[src/rtl/turn_sequencer.sv]
// turn_sequencer: roll/move/settle/check turn controller for the two-player snakes-and-ladders datapath.
// Dice come from an 8-bit LFSR with rejection of 0/7 and a bounded fallback to 1.
module turn_sequencer #(
  parameter logic [7:0] LFSR_SEED         = 8'h01,
  parameter int         SETTLE_CYCLES     = 2,
  parameter bit         EXTRA_TURN_ON_SIX = 1'b1,
  parameter int         MAX_REJECT        = 8
) (
  input  logic       clk,
  input  logic       reset,
  input  logic       roll_btn,
  input  logic       win1,
  input  logic       win2,
  input  logic       force_en,
  input  logic [2:0] force_value,
  output logic [2:0] dice_value,
  output logic       player_sel,
  output logic       move_en,
  output logic       busy,
  output logic       game_over,
  output logic [1:0] winner,
  output logic [7:0] turn_count
);
  typedef enum logic [2:0] {IDLE, ROLL, MOVE, SETTLE, CHECK, OVER} state_t;
  localparam logic [7:0] REJ_LIM = 8'(MAX_REJECT);
  state_t     state_q;
  logic [7:0] lfsr_q, rej_q, turn_q;
  logic [3:0] settle_q;
  logic [2:0] dice_q;
  logic [1:0] winner_q;
  logic       btn_q, player_q, move_q, busy_q, over_q;
  logic       rise, draw_ok, give_up, win;
  logic [2:0] forced;
  assign rise    = roll_btn & ~btn_q;
  assign forced  = (force_value == 3'd0 || force_value == 3'd7) ? 3'd1 : force_value;
  assign draw_ok = lfsr_q[2:0] != 3'd0 && lfsr_q[2:0] != 3'd7;
  assign give_up = rej_q + 8'd1 >= REJ_LIM;
  // Only the active player's flag can end the game.
  assign win     = player_q ? win1 : win2;
  always_ff @(posedge clk or posedge reset) begin
    if (reset) begin
      state_q  <= IDLE;
      lfsr_q   <= LFSR_SEED;
      rej_q    <= 8'd0;
      turn_q   <= 8'd0;
      settle_q <= 4'd0;
      dice_q   <= 3'd1;
      winner_q <= 2'b00;
      btn_q    <= 1'b0;
      player_q <= 1'b1;
      move_q   <= 1'b0;
      busy_q   <= 1'b0;
      over_q   <= 1'b0;
    end else begin
      lfsr_q <= {lfsr_q[6:0], lfsr_q[7] ^ lfsr_q[5] ^ lfsr_q[4] ^ lfsr_q[3]};
      btn_q  <= roll_btn;
      move_q <= 1'b0;
      case (state_q)
        IDLE: if (rise) begin
          state_q <= ROLL;
          rej_q   <= 8'd0;
          busy_q  <= 1'b1;
        end
        ROLL: if (force_en || draw_ok || give_up) begin
          dice_q  <= force_en ? forced : draw_ok ? lfsr_q[2:0] : 3'd1;
          state_q <= MOVE;
          move_q  <= 1'b1;
        end else rej_q <= rej_q + 8'd1;
        MOVE: begin
          settle_q <= 4'(SETTLE_CYCLES);
          state_q  <= SETTLE;
        end
        SETTLE: begin
          settle_q <= settle_q - 4'd1;
          if (settle_q == 4'd1) state_q <= CHECK;
        end
        CHECK: begin
          turn_q <= turn_q + {7'd0, turn_q != 8'hff};
          busy_q <= 1'b0;
          if (win) begin
            state_q  <= OVER;
            over_q   <= 1'b1;
            winner_q <= player_q ? 2'b01 : 2'b10;
          end else begin
            state_q <= IDLE;
            if (!(EXTRA_TURN_ON_SIX && dice_q == 3'd6)) player_q <= ~player_q;
          end
        end
        default: ;
      endcase
    end
  end
  assign dice_value = dice_q;
  assign player_sel = player_q;
  assign move_en    = move_q;
  assign busy       = busy_q;
  assign game_over  = over_q;
  assign winner     = winner_q;
  assign turn_count = turn_q;
endmodule

[config.mk]
export PLATFORM = sky130hd
export DESIGN_NAME = turn_sequencer
export DESIGN_NICKNAME = d
export VERILOG_FILES = /design/src/rtl/turn_sequencer.sv
export SDC_FILE = /design/constraint.sdc
export NUM_CORES = 1
export LEC_CHECK = 0
export BUFFER_PORTS_ARGS = -buffer_cell sky130_fd_sc_hd__buf_2
export CAP_MARGIN = 30
export CORE_ASPECT_RATIO = 1.2
export CORE_MARGIN = 1
export CORE_UTILIZATION = 45
export CTS_CLUSTER_DIAMETER = 40
export DETAILED_ROUTE_END_ITERATION = 8
export GPL_TIMING_DRIVEN = 0
export PLACE_DENSITY = 0.68
export SLEW_MARGIN = 20
export SYNTH_ARGS = -nofsm -noshare
export SYNTH_HDL_FRONTEND = slang
export SYNTH_SLANG_ARGS = --single-unit
[constraint.sdc]
create_clock -name clk -period 3.75 [get_ports clk]
set_input_delay 0.1875 -clock clk [delete_from_list [all_inputs] [get_ports clk]]
set_output_delay 0.1875 -clock clk [all_outputs]
set_load 0.05 [all_outputs]
==> results of run 1 <==
-- sequential cells by signal, summed over array words and instances, names as in the netlist --
name	cells
game_over	1
btn_q	1
rej_q	8
turn_count	8
move_en	1
player_sel	1
dice_value	3
state_q	3
busy	1
winner	2
lfsr_q	8
settle_q	4
-- per-layer routing --
metal  up-vias  global-route usage, %  share of wire (%)
met5         -                      0                  0
met4         0                   8.15                2.0
met3         6                   5.46                3.9
met2        22                   29.7                 48
met1       667                   22.4                 46
li1        706                      -                  -
-- kinds of logic (layout without fill, tap and decap cells) --
group                      Yosys count  in the layout
and+or+nand+nor                     66             66
DFF                                 41             41
AOI/OAI and AO/OA                   40             40
buffers and inverters               12             47
xor gates and xnor gates            10             10
muxes                                6              6
adders and majority gates            5              5
-- synth_stat cells (all sizes together) (3+ instances only) --
master | instances | area, um^2
dfrtp | 38 | 951
nand2 | 22 | 82.6
o21ai | 13 | 65.1
nor2 | 12 | 47.6
inv | 8 | 30.0
xnor2 | 7 | 61.3
a21oi | 6 | 33.8
nand3 | 6 | 30.0
nand4 | 6 | 43.8
nor3 | 6 | 35.0
ha | 5 | 62.6
mux2 | 5 | 63.8
o21a | 5 | 37.5
a31oi | 3 | 31.3
and3 | 3 | 20.0
buf | 3 | 21.3
dfstp | 3 | 78.8
nor2b | 3 | 18.8
xor2 | 3 | 26.3
-- metrics by stage --
step	instance area [um^2]	power [mW]	hold slack, ns	worst slack (ns)	util (%)
floorplan	1940	0.481	0.219	1.70	-
global placement	2130	0.495	0.308	1.69	52.8
detailed placement	2150	0.498	0.193	1.67	53.3
CTS	2290	0.915	0.00148	1.64	56.8
global route	2290	0.940	0.0000800	1.53	56.8
finish	2290	0.901	0.0115	1.64	56.8
-- critical path, cell delays in order (launching register included) --
cell,delay (ns)
dfrtp_1,0.46
ha_1,0.30
xnor2_1,0.16
a31oi_2,0.29
nor2_2,0.11
a21oi_2,0.19
buf_6,0.17
mux2_4,0.31
-- area by class of cell --
cell class	instances	area [um^2]	area share [%]
clock buffers	5	68.8	3.00
inverters	8	30.0	1.31
repair buffers	27	155	6.76
clock inverters	3	65.1	2.84
well taps	54	67.6	2.95
flip-flops and latches	41	1030	44.9
plain buffers	4	25.0	1.09
multi-input cells	127	852	37.2
-- worst paths after layout --
check,startpoint,to
setup / recovery,rej_q[0],dice_value[2]
hold / removal,roll_btn,btn_q
setup reg to reg,rej_q[0],dice_value[2]
hold reg to reg,lfsr_q[6],lfsr_q[7]
max in group asynchronous,reset,player_sel
min in group asynchronous,reset,lfsr_q[4]
-- timing repair --
| item | CTS | global route |
|---|---|---|
| setup endpoints to repair | 0 | 0 |
| endpoints found under the hold margin | 15 | 0 |
| setup buffers | 0 | 0 |
| hold buffers | 1 | 0 |
-- power breakdown --
part / internal, mW / total, mW / leakage, nW / switching, mW
sequential: 0.446 / 0.448 / 0.532 / 0.00266
combinational: 0.0132 / 0.0405 / 0.485 / 0.0273
clock: 0.264 / 0.412 / 0.0681 / 0.148
==> results.md, run 1 <==
* Cells after DPL at 260
* Status: finished, final reports clean
* First-pass GRT wire length at approximately 6000 um
* Worst R2R Path Depth at 7
* Compound-Gate Fraction of Synth Area at between 10% and 20%
* Starting DRT DRC Count at 41
* Synth Flop Type: dfrtp_1
* CTS max path bufs at 2
* Dpl hpwl at 2580 um
* Cell Rows at 25
* Clock Skews at 0.00601 ns
* Worst-margin pin slew at 0.709 ns
* Leading cell types in the layout, fill and taps excluded: dfrtp_1 (38), buf_2 (27), nand2_1 (22), nor2_1 (11)
* RSZ-0062 raised after global routing: no
* Fraction of registers with async set/reset at 100%
* CP required at 3.93 ns
* Crit-path max FO at 10
* Vias at 1401
* Via-per-instance ratio at about 5.2
* Synth Area in Adders at 3.23%
* Max Fclk at 0.475 GHz
* Die Area at 4570 um^2
* Crit path DAT at 2.29 ns
* Placer Congestion at 0.764
* # DRC at 0
* Vias in the first global route at around 1400
* Pre-antenna DRT Iters at 4
* Total grt overflow at 0
* Layout cells sized above 1 at 24.2%
* Synthesized net count at 194
* Max Slew Vio Count at 0
* Initial Utilization at 48.0%
* Simple-gate share of the synthesized area at 17.2%
* Die width at 61.9 um
* Mux share of post-synthesis cell area at between 3 and 4%
* Initial antenna violation count at 0
* Mean Syn Cell Area at 10.8 um^2
* Setup slack, reg-to-reg at 1.64 ns
* PortBufs at 25
* Synth unique cells at 49
* Period minus WS final at between 2 and 2.5 ns
* Final nets at 228
* Ant diodes at 0
* Flop and latch count out of synthesis at 41
* # IOs at 26
* Core Area at roughly 4000 um^2
* Startpoint Class: flop
* Post-Synth XOR/XNOR Area at 4.52%
* Gr usage total at 18.4%
* WL final at 3570 um
* Critical path type: reg -> reg
* Post-CTS Resized at 0
* Final setup viols at 0
* Worst hold path depth at 1
* Hold WC Path Type: in -> reg
* Routed Antenna Nets at 0
* Number of flops mapped to enable cells by yosys at 0
* Drt wl/cell at ~13 um
* CTS tree: done
* Final Cycle Share at between 50% and 60%
* CTS H-tree lvls at 2
* Combinational family with the most area after synthesis: simple AND/OR/NAND/NOR gates
* Synth Instances at 180
* Final Hold Fails at 0
* Setup TNS at 0 ns
* YS warnings at 0
* Post-synthesis sequential area ratio at between 50% and 60%
* Max Cap Violations at 0
* Clock slew at reported path FFs at 0.08 ns
* Max IR drop VDD at 0.231 mV
* Final non-filler cell total at 269
* Largest net degree at the start of global routing at 26
* Clk sinks at approximately 40
* Power per cell area at between 300 and 400 nW/um^2
* P_leak at 1.09 nW
* Max-slew headroom at 52.4%
* Clock Latency Late Sink at around 0.29 ns
* Fill count at 348
* CTS buffer count at 5
* DIE HEIGHT at between 70 and 80 um
* Root Driver: clkbuf_8
* Area Growth Syn to Fin at 18.4%
* Most common cell after layout, fill and taps aside: dfrtp_1
* CP Capture Type: flop
* Post-Syn Area at 1940 um^2
Power figures use the tool's default switching activity.
==> run 2, diff against run 1 <==
- PLACE_DENSITY: 0.68 -> 0.7
- clock period: 3.75 -> 1.85 ns (I/O delays scaled with it)
==> results.md, run 2 (synthesized netlist as in run 1, its figures left out) <==
* Status: finished, final reports clean
* Setup ws final at 0.0718 ns (-1.57 ns)
* Max IR drop VDD at 0.576 mV (+150%)
* Max Slew Vio Count at 0 (unchanged)
* Clk pwr share at 45.9% (+0.2 points)
* Buffers & Inverters on Critical Path at 3 (+2)
* Core Area at 4040 um^2 (unchanged)
* Root Driver: clkbuf_8
* Gr usage total at 18.4% (about the same)
* WL final at 3620 um (+1.3%)
* Largest net degree at the start of global routing at 28 (+7.7%)
* DIE HEIGHT at 73.9 um (unchanged)
* # IOs at 26 (unchanged)
* Place WS at -0.115 ns (-1.78 ns)
* # DRC at 0 (unchanged)
* Crit path max-delay family: compound AO/OA/AOI/OAI gates
* CP required at 2.04 ns (-1.89 ns)
* Crit-path cells: buf_4 > a311oi_2 > a31oi_4 > nor2_4 > a21oi_4 > buf_6 > buf_4 > o21a_1
* First-pass GRT wire length at 6020 um (+0.57%)
* Dpl hpwl at 2520 um (-2.6%)
* Layout cells sized above 1 at 31.7% (+7.5 points)
* Total power at 1.84 mW (+100%)
* Final Cycle Share at 96.1% (+40 points)
* Power per cell area at 760 nW/um^2 (+93%)
* Clock Skews at 0.00620 ns (+0.000196 ns)
* Via-per-instance ratio at 5.19 (-0.44%)
* Critical path type: reg -> reg
* Worst-margin pin slew at 0.665 ns (-0.0441 ns)
* Total grt overflow at 0 (unchanged)
* Max-slew headroom at 55.6% (+3.2 points)
* PortBufs at 25 (unchanged)
* Clock Latency Late Sink at 0.29 ns (about the same)
* Setup TNS at 0 ns (unchanged)
* CP max stage delay at 0.44 ns (-0.02 ns)
* CTS max path bufs at 2 (unchanged)
* Ant diodes at 0 (unchanged)
* Initial Utilization at 48.0% (unchanged)
* P_leak at 1.11 nW (+2.0%)
* Clk sinks at 41 (unchanged)
* CTS H-tree lvls at 2 (unchanged)
* Most common cell after layout, fill and taps aside: dfrtp_1
* Cell Rows at 25 (unchanged)
* Net Switching at 370 uW (+110%)
* Final non-filler cell total at 275 (+2.2%)
* Starting DRT DRC Count at 68 (+66%)
* Crit path DAT at 1.96 ns (-0.33 ns)
* Hold Slack at 0.0928 ns (+0.0813 ns)
* Initial antenna violation count at 0 (unchanged)
* Leading cell types in the layout, fill and taps excluded: dfrtp_1 (33), buf_2 (27), nand2_1 (21), nor2_1 (10)
* Crit-path max FO at 8 (-2)
* Power share of the sequential group at 49.4% (-0.4 points)
* Startpoint Class: flop
* Vias at 1426 (+1.8%)
* Switching part of the total at 20.1% (+0.41 points)
* CTS tree: done
* Die Area at 4570 um^2 (unchanged)
* CP max-delay cell: dfrtp_2
* Placed inst area at 2170 um^2 (+0.93%)
* Pre-antenna DRT Iters at 4 (unchanged)
* Post-route cell area at 2420 um^2 (+5.6%)
* Die width at 61.9 um (unchanged)
* Area Growth Syn to Fin at 25.0%
* Hold WC Path Type: in -> reg
* Vias in the first global route at 1329 (-1.7%)
* Comb pwr share at 4.7% (+0.2 points)
* CP most frequent cell: buf_4
* Clock slew at reported path FFs at 0.08 ns (about the same)
* Fill count at 334 (-4.0%)
* CTS buffer count at 5 (unchanged)
* CP Capture Type: flop
* Max Fclk at 0.562 GHz (+18%)
* Internal at 1.47 mW (+100%)
* Placer Congestion at 0.742 (-2.8%)
* Period minus WS final at 1.78 ns (-0.328 ns)
* Final Hold Fails at 0 (unchanged)
* Final Util at 60.0% (+3.2 points)
* Drt wl/cell at 13.2 um (-0.90%)
* Final setup viols at 0 (unchanged)
* Routed Antenna Nets at 0 (unchanged)
* Max Cap Violations at 0 (unchanged)
* Cells after DPL at 260 (unchanged)
* Final nets at 234 (+2.6%)
## run 2: changes by cell type in the layout (fill, tap and decap cells not counted), sizes merged
cell / change
buf: +4
dlygate4sd3: +2
## run 2: worst reg2reg max path, cell delays in order (launching register included)
cell and delay (ns):
dfrtp_2 0.44, buf_4 0.16, a311oi_2 0.27, a31oi_4 0.07, nor2_4 0.19, a21oi_4 0.08
buf_6 0.13, buf_4 0.16, o21a_1 0.17
## run 2: metal layers
metal	vias to the layer above	share of wire [%]	GRT usage (%)
met4	0	1.9	8.15
met1	677	46	23.0
met5	-	0	0
li1	718	-	-
met2	26	48	29.2
met3	5	3.7	5.46
## run 2: final cells by class
cell class              instances  area, um^2  share of cell area, %
plain buffers                   4        25.0                   1.03
clock inverters                 3        65.1                   2.69
multi-input cells             127         923                   38.1
well taps                      54        67.6                   2.79
clock buffers                   5        68.8                   2.84
repair buffers                 33         205                   8.48
flip-flops and latches         41        1040                   42.8
inverters                       8        30.0                   1.24
## run 2: path summary, 6_finish.rpt
path	from	end	slack, ns	depth (start not counted)
min in group asynchronous	reset	lfsr_q[5]	0.30	3
hold / removal	win1	player_sel	0.09	3
setup reg to reg	rej_q[0]	rej_q[3]	0.07	8
max in group asynchronous	reset	player_sel	1.03	4
hold reg to reg	lfsr_q[6]	lfsr_q[7]	0.35	0
setup / recovery	rej_q[0]	rej_q[3]	0.07	8
## run 2: power groups by stage
stage          registers (mW)  logic (mW)  clock network, mW
2_1_floorplan           0.943      0.0322                  0
3_3_place_gp            0.927      0.0759                  0
3_5_place_dp            0.927      0.0817                  0
4_1_cts                 0.909      0.0871              0.865
5_1_grt                 0.910      0.0959              0.900
6_report                0.909      0.0860              0.844
## run 2: repair_timing
action,4_1_cts,5_1_grt
pin swaps,4,3
setup buffers,4,0
endpoints found under the setup margin,3,10
resized for setup,2,9
hold buffers,3,0
hold endpoints to repair,14,0
==> run 3, diff against run 2 <==
- ABC_AREA: not set -> 1
==> results.md, run 3 <==
* CP Capture Type: flop
* Post-Syn Area at 1990 um^2 (+2.6%)
* Clk pwr share at 21.0% (-25 points)
* Cell taking the most area after synthesis: dfrtp_1
* RSZ-0062 raised after global routing: no
* Via-per-instance ratio at 4.90 (-5.5%)
* PortBufs at 25 (unchanged)
* Crit path DAT at 1.87 ns (-0.09 ns)
* Max-slew headroom at 71.5% (+16 points)
* Setup slack, reg-to-reg at 0.18 ns (+0.10 ns)
* Clock slew at reported path FFs at 0.09 ns (about the same)
* Internal at 1.95 mW (+32%)
* CP required at 2.04 ns (about the same)
* Max Fclk at 0.597 GHz (+6.2%)
* Reg-to-reg endpoint: turn_count[6]
* Worst R2R Path Depth at 10 (+2)
* Worst setup path end: turn_count[6]
* Fill count at 404 (+21%)
* YS warnings at 0 (unchanged)
* First-pass GRT wire length at 6500 um (+8.0%)
* Ant diodes at 0 (unchanged)
* CTS max path bufs at 2 (unchanged)
* Layout cells sized above 1 at 23.0% (-8.7 points)
* Final non-filler cell total at 317 (+15%)
* Total power at 3.50 mW (+90%)
* P_leak at 1.23 nW (+11%)
* Most common cell in the netlist: nand2_1
* Startpoint Class: flop
* Initial Utilization at 46.7% (-1.3 points)
* Number of flops mapped to enable cells by yosys at 0 (unchanged)
* Fraction of registers with async set/reset at 100% (unchanged)
* CTS tree: done
* Pre-antenna DRT Iters at 4 (unchanged)
* Area Growth Syn to Fin at 18.6%
* Crit-path cells: nand2_1 > inv_1 > nand3_1 > nor3_1 > nand3_1 > ha_1 > ha_1 > nand2_1 > nor2_1 > xor2_1
* Clock Skews at 0.0114 ns (+0.00520 ns)
* Post-CTS Setup Inserts at 0 (-4)
* CP max-delay cell: dfrtp_2
* Critical R2R Launch: turn_count[3]
* Cell Rows at 26 (+4.0%)
* Clk sinks at 41 (unchanged)
* Root Driver: clkbuf_8
* # IOs at 26 (unchanged)
* Final nets at 274 (+17%)
* Gr usage total at 18.3% (-0.099 points)
* Leading cell types in the layout, fill and taps excluded: nand2_1 (58), inv_1 (34), dfrtp_1 (33), buf_2 (25), nand3_1 (17)
* Most common cell after layout, fill and taps aside: nand2_1
* Setup TNS at 0 ns (unchanged)
* Post-synthesis sequential area ratio at 51.8% (-1.4 points)
* Clock Latency Late Sink at 0.30 ns (about the same)
* Period minus WS final at 1.67 ns (-0.104 ns)
* Initial antenna violation count at 0 (unchanged)
* Core Area at 4260 um^2 (+5.6%)
* Area share of the largest cell type after synthesis at 47.8% (-1.3 points)
* Largest net degree at the start of global routing at 35 (+25%)
* Placer Congestion at 0.754 (+1.6%)
* Comb pwr share at 41.3% (+37 points)
* Synth cell count leaders: nand2_1 (58), dfrtp_1 (38), inv_1 (35)
* Final setup viols at 0 (unchanged)
* Net Switching at 1.56 mW (+320%)
* Vias in the first global route at 1466 (+10%)
* Flop and latch count out of synthesis at 41 (unchanged)
* Switching part of the total at 44.5% (+24 points)
* Dpl hpwl at 2790 um (+11%)
* Power per cell area at 1490 nW/um^2 (+96%)
* Total grt overflow at 0 (unchanged)
* Cells after DPL at 307 (+18%)
* CTS buffer count at 5 (unchanged)
* Routed Antenna Nets at 0 (unchanged)
* CTS H-tree lvls at 2 (unchanged)
* Hold WC Path Type: in -> reg
* # DRC at 0 (unchanged)
* WL final at 3700 um (+2.2%)
* Synth Flop Type: dfrtp_1
* Final Cycle Share at 90.5% (-5.6 points)
* Synth unique cells at 29 (-41%)
* DIE HEIGHT at 74.8 um (+1.3%)
* CP max stage delay at 0.40 ns (-0.04 ns)
* Ranking of synthesized cells by area: dfrtp_1 (48%), nand2_1 (11%), inv_1 (6.6%), nand3_1 (4.3%), dfstp_2 (4.0%)
* Power share of the sequential group at 37.7% (-12 points)
* Worst-margin pin slew at 0.424 ns (-0.241 ns)
* Vias at 1553 (+8.9%)
* Starting DRT DRC Count at 82 (+21%)
* Critical path type: reg -> reg
* Max IR drop VDD at 0.669 mV (+16%)
* Synthesized net count at 239 (+23%)
* Die Area at 4690 um^2 (+2.6%)
* Max Cap Violations at 0 (unchanged)
* Crit-path max FO at 4 (-4)
* Drt wl/cell at 11.7 um (-11%)
* Synth Instances at 225 (+25%)
* Status: finished, final reports clean
* Final Hold Fails at 0 (unchanged)
* Mean Syn Cell Area at 8.84 um^2 (-18%)
* Die width at 62.7 um (+1.3%)
* Max Slew Vio Count at 0 (unchanged)
* Worst setup path start: turn_count[3]
[run 3: changes by cell type after synthesis, moves of 3 or more]
cell / delta
nand2_1: +36
inv_1: +28
nand3_1: +11
o21ai_1: -6
xor2_1: +5
o21a_1: -4
mux2_1: -3
nor2b_1: -3
nor3_1: -3
[run 3: worst min-delay path by stage]
stage	start	endpoint	slack [ns]	cells past startpoint
after floorplan	roll_btn	btn_q	0.12	0
after global placement	roll_btn	btn_q	0.22	1
after detailed placement	reset	turn_count[5]	0.02	2
after CTS	force_en	dice_value[2]	0.14	4
after global routing	force_en	dice_value[0]	0.17	3
final	force_en	dice_value[2]	0.14	4
[run 3: cell families after synthesis]
group,share of synthesized area [%]
XOR/XNOR,5.73
buffers and inverters,8.12
AO/OA/AOI/OAI,7.55
adder cells (fa/ha/maj),3.15
flip-flops,51.8
AND/OR/NAND/NOR,23.7
[run 3: per-stage QoR]
| step | setup WS [ns] | hold slack, ns | utilization [%] | instance area [um^2] |
|---|---|---|---|---|
| CTS | 0.102 | 0.137 | 55.0 | 2340 |
| detailed placement | 0.123 | 0.0166 | 51.8 | 2210 |
| floorplan | 0.00333 | 0.124 | - | 1990 |
| global route | 0.0266 | 0.168 | 55.3 | 2360 |
| global placement | 0.166 | 0.217 | 51.3 | 2190 |
| finish | 0.176 | 0.142 | 55.3 | 2360 |
[run 3: power by group through the flow]
stage | clock network [mW] | logic (mW) | registers, mW
final | 0.735 | 1.45 | 1.32
after global routing | 0.792 | 1.62 | 1.36
after CTS | 0.759 | 1.45 | 1.31
after detailed placement | 0 | 1.44 | 1.33
after global placement | 0 | 1.42 | 1.33
after floorplan | 0 | 0.676 | 1.77
[run 3: layout make-up]
class | count | area [um^2] | area share [%]
clock inverter | 3 | 46.3 | 1.96
buffer | 2 | 22.5 | 0.955
sequential | 41 | 1040 | 43.9
timing repair buffer | 28 | 165 | 7.01
tap | 56 | 70.1 | 2.97
multi-input combinational | 145 | 810 | 34.3
inverter | 37 | 139 | 5.89
clock buffer | 5 | 68.8 | 2.92
[run 3: worst max-delay path: cells and delay by family, from the launching register on]
family	cells	cell delay, ns
DFF	1	0.40
and+or+nand+nor	6	0.54
xor gates and xnor gates	1	0.14
adders and majority gates	2	0.40
buffers and inverters	1	0.08
[run 3: per-layer routing]
layer  vias up  routed length, um  track usage (%)
li1        781                  -                -
met1       738               1600             22.1
met2        28               1910             31.4
met3         6                123             3.18
met4         0                 68             10.9
met5         -                  0                0
[run 3: timing repair]
item,CTS,global route
setup endpoints to repair,0,12
endpoints found under the hold margin,39,0
resized for setup,0,4
hold buffers,2,0
